File: config.mk
export PLATFORM = sky130hd
export DESIGN_NAME = sultans_of_swing
export DESIGN_NICKNAME = d
export VERILOG_FILES = /design/src/rtl/sultans_of_swing.sv
export SDC_FILE = /design/constraint.sdc
export NUM_CORES = 1
export LEC_CHECK = 0
export CORE_MARGIN = 2
export CORE_UTILIZATION = 29
export CTS_CLUSTER_DIAMETER = 40
export DETAILED_ROUTE_END_ITERATION = 10
export PLACE_DENSITY = 0.73
export SYNTH_ARGS = -nofsm -noshare
export SYNTH_HDL_FRONTEND = slang
export SYNTH_SLANG_ARGS = --single-unit
File: constraint.sdc
create_clock -name clk -period 0.8 [get_ports clk]
set_input_delay 0.16 -clock clk [delete_from_list [all_inputs] [get_ports clk]]
set_output_delay 0.16 -clock clk [all_outputs]
set_load 0.02 [all_outputs]
File: src/rtl/sultans_of_swing.sv
// Registered datapath stage: delayed copies of Ai/Bi plus the masked difference (Ai ^ Bi) & Ci.
// Define SULTANS_OF_SWING_PARITY_EN to add a registered parity output PARo.
module sultans_of_swing #(
  parameter int unsigned WIDTH = 4
) (
  input  logic             clk,
  input  logic             reset,
  input  logic [WIDTH-1:0] Ai,
  input  logic [WIDTH-1:0] Bi,
  input  logic [WIDTH-1:0] Ci,
  output logic [WIDTH-1:0] Ao,
  output logic [WIDTH-1:0] Bo,
`ifdef SULTANS_OF_SWING_PARITY_EN
  output logic             PARo,
`endif
  output logic [WIDTH-1:0] ANDo
);

  logic [WIDTH-1:0] a_d, a_q;
  logic [WIDTH-1:0] b_d, b_q;
  logic [WIDTH-1:0] and_d, and_q;

  // Reset is folded into the next-state logic so it wins over data capture.
  always_comb begin
    a_d   = Ai;
    b_d   = Bi;
    and_d = (Ai ^ Bi) & Ci;
    if (reset) begin
      a_d   = '0;
      b_d   = '0;
      and_d = '0;
    end
  end

  always_ff @(posedge clk) begin
    a_q   <= a_d;
    b_q   <= b_d;
    and_q <= and_d;
  end

  assign Ao   = a_q;
  assign Bo   = b_q;
  assign ANDo = and_q;

`ifdef SULTANS_OF_SWING_PARITY_EN
  logic par_d, par_q;

  always_comb begin
    par_d = ^and_d;
  end

  always_ff @(posedge clk) begin
    par_q <= par_d;
  end

  assign PARo = par_q;
`endif

endmodule

==> qor.csv, run 1 <==
metric,value,unit
run status,"finished, violations left",
failing checks,setup timing,
"Cell Area, Synth",387,sq um
fraction of layout cells with a size suffix above 1,0.576,
diode insertion count for antenna repair,0,
depth of the critical timing path with buffers and inverters included,1,
Synth-to-Final Area Change,87.7,%
Switching Fraction,0.218,
antenna violations before repair,0,
Max-cap violations,0,
sequential cell area fraction in the yosys report,0.621,
top cell type's share of synthesized area,0.621,
placement-stage worst setup slack,-0.245,ns
cell taking the most area after synthesis,sky130_fd_sc_hd__dfxtp_1,
area of combinational cells with multiple inputs,135,sq um
Leak,0.296,nW
boundary pin count,26,
Buffers on Ports,25,
internal power of the cells,1.06,mW
minimum clock period after layout,0.865,ns
final hold slack,0.457,ns
number of sinks handled by clock tree synthesis,12,
combinational family with the most area after synthesis,simple AND/OR/NAND/NOR gates,
vias post-DR,303,
final cell count without fillers,74,
Clock Root Buffer,sky130_fd_sc_hd__clkbuf_4,
standard-cell row count,13,
Filler Cells Inserted,114,
final setup fails,12,
DR DRC count,0,
detailed-routing wirelength on met1,224,um
Synth Warn #,0,
Synth area leaders,"sky130_fd_sc_hd__dfxtp_1 (62%), sky130_fd_sc_hd__nor2b_1 (13%), sky130_fd_sc_hd__nor3b_2 (13%)",
Starting Density,0.305,
kind of critical path,reg2out,
top sig layer,met4,
count of antenna-violating nets left after detailed routing,0,
via count of the first global-routing pass,233,
ratio of final minimum period to clock period,1.08,
top achievable clock speed,1160,MHz
met2 layer wire length in the routed design,309,um
fraction of synthesized cell area in xor and xnor cells,0.0906,
async set-reset flop share out of synthesis,0,
number of instances resized during post-cts repair,84,
arrival time at the worst endpoint,0.71,ns
Net Switching,0.296,mW
predominant post-synthesis flop cell,sky130_fd_sc_hd__dfxtp_1,
RePlAce Congestion,0.634,
TritonCTS clock tree,built,
clock power share,0.346,
Worst EP required,0.64,ns
number of nets in the finished design,74,
total routing usage reported by global routing,0.0903,
number of pins exceeding their max-slew limit in the final report,0,
detail-routed via count per cell,4.09,
combinational cell fraction of total power,0.177,
critical path's slowest cell,sky130_fd_sc_hd__dfxtp_2,
count of distinct cell types in the synthesized netlist,5,
hold crit path type,in2reg,
slack of the critical path,-0.0653,ns
placed cell count,70,
end point of the worst hold path,ANDo[0],
Synth Area in Simple Gates,0.259,
total buffers and inverters traversed by the critical path,1,
family of cells with the greatest summed delay on the critical path,flip-flops,
grt ovf,0,
Critical path origin,Bo[3],
buffer levels on the longest clock path,2,
die area,0.00164,sq mm
"Net Count, Synth",43,
top post-synthesis cells by count,"sky130_fd_sc_hd__dfxtp_1 (12), sky130_fd_sc_hd__nor2b_1 (8), sky130_fd_sc_hd__nor3b_2 (4), sky130_fd_sc_hd__xnor2_1 (4), sky130_fd_sc_hd__buf_6 (1)",
CTS H-Tree Depth,1,
delay contributed by the slowest stage of the critical path,0.32,ns
first-pass iteration count of the detailed router,1,
CP endpoint kind,primary output,
sequential power share,0.477,
area inside the core boundary,0.00127,sq mm
"post-synthesis share of cell area spent on full adders, half adders and majority gates",0,
number of DRC violations after detailed-routing iteration 0,0,
number of cells on the worst hold path,2,
first-pass GRT wire length,869,um
cell with the most instances after synthesis,sky130_fd_sc_hd__dfxtp_1,
CTS Hold Bufs,0,
post-synthesis compound-gate area fraction,0,
Wirelength per Cell,8.00,um
transition time at the pin with the least slew margin,0.166,ns
synthesized area per cell,13.3,sq um
maximum net fanout on the critical path,1,
number of synthesized register bits,12,
cell-by-cell trace of the critical path,buf_6,
maximum VDD drop,0.000942,V
startpoint type of the worst setup path,register,
final-report hold violation count,0,
worst min-delay path startpoint,Ci[0],
Post-Syn Instances,29,
maximum number of pins on one net before global-route repair,8,
number of enable-type register cells in the synthesized netlist,0,
met3 wire len,49,um
post-CTS setup buffer count,0,
portion of netlist area occupied by mux cells,0,
power per cell area,1870,mW/mm^2
normalized max-slew margin,0.888,
clock slew at reported path FFs,0.07,ns
register cell area after layout,255,sq um
die span in x,40.5,um
final wirelength,592,um
die outline height,40.5,um
RSZ-0062 raised after global routing,yes,
number of clock buffers inserted by TritonCTS,3,
[layer usage]
metal / up-vias / global-route usage
met5: - / 0
li1: 151 / -
met2: 15 / 0.119
met1: 135 / 0.0936
met3: 2 / 0.0333
met4: 0 / 0.125
[kinds of logic (layout without fill, tap and decap cells)]
| kind of cell | count (synthesis) | after routing |
|---|---|---|
| XOR/XNOR | 4 | 4 |
| flip-flops | 12 | 12 |
| AND/OR/NAND/NOR | 12 | 12 |
| buffers and inverters | 1 | 31 |
[power groups by stage]
stage / clock (mW) / combinational [mW] / sequential (mW)
floorplan: 0 / 0.0575 / 0.693
global placement: 0 / 0.236 / 0.649
detailed placement: 0 / 0.238 / 0.650
CTS: 0.490 / 0.245 / 0.649
global route: 0.513 / 0.259 / 0.651
finish: 0.470 / 0.241 / 0.649
[registers in the layout, summed over array words and instances (netlist names)]
register  count
ANDo          4
Ao            4
Bo            4
[cell usage in the layout (no fill, tap or decap)]
cell type,netlist,routed
sky130_fd_sc_hd__clkbuf_8,0,1
sky130_fd_sc_hd__clkdlybuf4s50_1,0,13
sky130_fd_sc_hd__clkbuf_4,0,3
sky130_fd_sc_hd__dfxtp_2,0,12
sky130_fd_sc_hd__xnor2_1,4,4
sky130_fd_sc_hd__nor2b_1,8,8
sky130_fd_sc_hd__buf_4,0,2
sky130_fd_sc_hd__buf_6,1,12
sky130_fd_sc_hd__nor3b_2,4,4
[worst max path at each step]
stage,end,slack [ns]
floorplan,ANDo[0],0.24
global placement,Ao[1],-0.24
detailed placement,ANDo[1],-0.24
CTS,Ao[1],-0.08
global route,ANDo[3],-0.09
finish,Bo[3],-0.07
[cell type report]
cell class / count / share of cell area
clock buffer: 4 / 0.0500
multi-input combinational: 16 / 0.186
sequential: 12 / 0.352
tap: 15 / 0.0259
timing repair buffer: 27 / 0.386
[through the flow]
| step | cell area, sq um | TNS, ns | power, mW | util |
|---|---|---|---|---|
| floorplan | 387 | 0 | 0.750 | - |
| global placement | 659 | -4.69 | 0.886 | 0.520 |
| detailed placement | 659 | -4.85 | 0.888 | 0.520 |
| CTS | 726 | -0.897 | 1.38 | 0.572 |
| global route | 726 | -1.06 | 1.42 | 0.572 |
| finish | 726 | -0.758 | 1.36 | 0.572 |
(Power assumes the default switching activity.)
==> run 2, diff against run 1 <==
- CTS_BUF_LIST: default -> sky130_fd_sc_hd__clkbuf_8 sky130_fd_sc_hd__clkbuf_16
==> run 2 against run 1 <==
  * The flow still finishes with violations (setup timing)
  * Design area increased by 3.1%
  * Power increased by 12%
  * Clock power rose by 34%
  * Worst setup slack gained 0.042 ns
  * Utilization grew 1.8 points
  * Critical path type unchanged
  * Critical endpoint is now ANDo[3]
  * Largest cell class unchanged
==> qor.csv, run 2 (same netlist as run 1, synthesis figures left out) <==
metric,value,unit,change
number of pins exceeding their max-slew limit in the final report,0,,unchanged
startpoint type of the worst setup path,register,,
arrival time at the worst endpoint,0.66,ns,-0.05 ns
boundary pin count,26,,unchanged
Critical path origin,ANDo[3],,
first-pass iteration count of the detailed router,2,,+1
placed cell count,70,,unchanged
standard-cell row count,13,,unchanged
instance area after placement,659,sq um,unchanged
total buffers and inverters traversed by the critical path,1,,unchanged
normalized max-slew margin,0.887,,-0.000999
clock slew at reported path FFs,0.05,ns,-0.02 ns
grt ovf,0,,unchanged
Filler Cells Inserted,110,,-3.5%
DR DRC count,0,,unchanged
cell-by-cell trace of the critical path,buf_6,,
delay contributed by the slowest stage of the critical path,0.31,ns,about the same
hold crit path type,in2reg,,
final-report hold violation count,0,,unchanged
post-CTS setup buffer count,0,,unchanged
minimum clock period after layout,0.824,ns,-0.0417 ns
register cell area after layout,255,sq um,unchanged
final wirelength,567,um,-4.2%
count of antenna-violating nets left after detailed routing,0,,unchanged
"final std cell area, no fill",748,sq um,+3.1%
slack of the critical path,-0.0236,ns,+0.0417 ns
Setup TNS Final,-0.246,ns,+0.512 ns
total routing usage reported by global routing,0.0869,,-0.00343
die span in x,40.5,um,unchanged
Worst EP required,0.64,ns,about the same
top achievable clock speed,1210,MHz,+5.1%
first-pass GRT wire length,862,um,-0.81%
CTS H-Tree Depth,1,,unchanged
Wirelength per Cell,7.66,um,-4.2%
family of cells with the greatest summed delay on the critical path,flip-flops,,
Tot Pwr,1.53,mW,+12%
final cell count without fillers,74,,unchanged
Worst setup endpoint,ANDo[3],,
ratio of final minimum period to clock period,1.03,,-0.0521
final hold slack,0.495,ns,+0.0380 ns
placement-stage worst setup slack,-0.245,ns,unchanged
final setup fails,12,,unchanged
fraction of layout cells with a size suffix above 1,0.576,,unchanged
TritonCTS clock tree,built,,
critical path's slowest cell,sky130_fd_sc_hd__dfxtp_2,,
die outline height,40.5,um,unchanged
Clock Root Buffer,sky130_fd_sc_hd__clkbuf_8,,
number of clock buffers inserted by TritonCTS,3,,unchanged
depth of the critical timing path with buffers and inverters included,1,,unchanged
failing checks,setup timing,,
power per cell area,2040,mW/mm^2,+8.8%
maximum number of pins on one net before global-route repair,8,,unchanged
Util after Layout,0.590,,+0.0178
Buffers on Ports,25,,unchanged
transition time at the pin with the least slew margin,0.168,ns,+0.00149 ns
antenna violations before repair,0,,unchanged
vias post-DR,301,,-0.66%
RSZ-0062 raised after global routing,yes,,
maximum net fanout on the critical path,1,,unchanged
diode insertion count for antenna repair,0,,unchanged
number of DRC violations after detailed-routing iteration 0,1,,+1
buffer levels on the longest clock path,2,,unchanged
RePlAce Congestion,0.634,,unchanged
detail-routed via count per cell,4.07,,-0.66%
die area,0.00164,sq mm,unchanged
area of combinational cells with multiple inputs,135,sq um,unchanged
CP endpoint kind,primary output,,
kind of critical path,reg2out,,
CTS Hold Bufs,0,,unchanged
Max-cap violations,0,,unchanged
Synth-to-Final Area Change,93.5,%,
Starting Density,0.305,,unchanged
via count of the first global-routing pass,233,,unchanged
number of nets in the finished design,74,,unchanged
area inside the core boundary,0.00127,sq mm,unchanged
maximum VDD drop,0.00110,V,+17%
number of sinks handled by clock tree synthesis,12,,unchanged
"leading cell types in the layout, fill and taps excluded","sky130_fd_sc_hd__clkdlybuf4s50_1 (13), sky130_fd_sc_hd__buf_6 (13), sky130_fd_sc_hd__dfxtp_2 (12), sky130_fd_sc_hd__nor2b_1 (8)",,
run status,"finished, violations left",,
Leak,0.305,nW,+3.0%
## run 2: how the worst min path moves through the flow
stage          slack (ns)       to  cells past startpoint  startpoint
6_report             0.50  ANDo[0]                      2       Ci[0]
5_1_grt              0.52  ANDo[3]                      2       Ci[3]
4_1_cts              0.49  ANDo[1]                      2       Ci[1]
3_5_place_dp         0.74  ANDo[1]                      2       Ci[1]
3_3_place_gp         0.74  ANDo[1]                      2       Ci[1]
2_1_floorplan        0.23    Ao[3]                      1       reset
## run 2: power by group
| part | internal [mW] | switching [mW] | total, mW |
|---|---|---|---|
| Clock | 0.433 | 0.199 | 0.631 |
| Combinational | 0.154 | 0.0897 | 0.243 |
| Sequential | 0.637 | 0.0130 | 0.650 |
| Total | 1.22 | 0.301 | 1.53 |
## run 2: layout make-up
type	count	share of cell area
Multi-Input combinational cell	16	0.181
Tap cell	15	0.0251
Sequential cell	12	0.341
Timing Repair Buffer	27	0.380
Clock buffer	4	0.0736
## run 2: per-layer routing
layer / track usage / vias up / share of wire
met4: 0.100 / 0 / 0.018
met2: 0.119 / 15 / 0.51
met3: 0.0333 / 2 / 0.086
met5: 0 / - / 0
li1: - / 152 / -
met1: 0.0936 / 132 / 0.38
## run 2: repair_timing
| action | CTS | global route |
|---|---|---|
| resized for setup | 84 | 1 |
| cloned | 0 | 0 |
| pin swaps | 0 | 0 |
| setup endpoints to repair | 12 | 13 |
==> run 3, diff against run 2 <==
- CTS_CLUSTER_SIZE: default -> 40
==> results of run 3 <==
The final DEF is identical to that of run 2; final timing and power are the same.
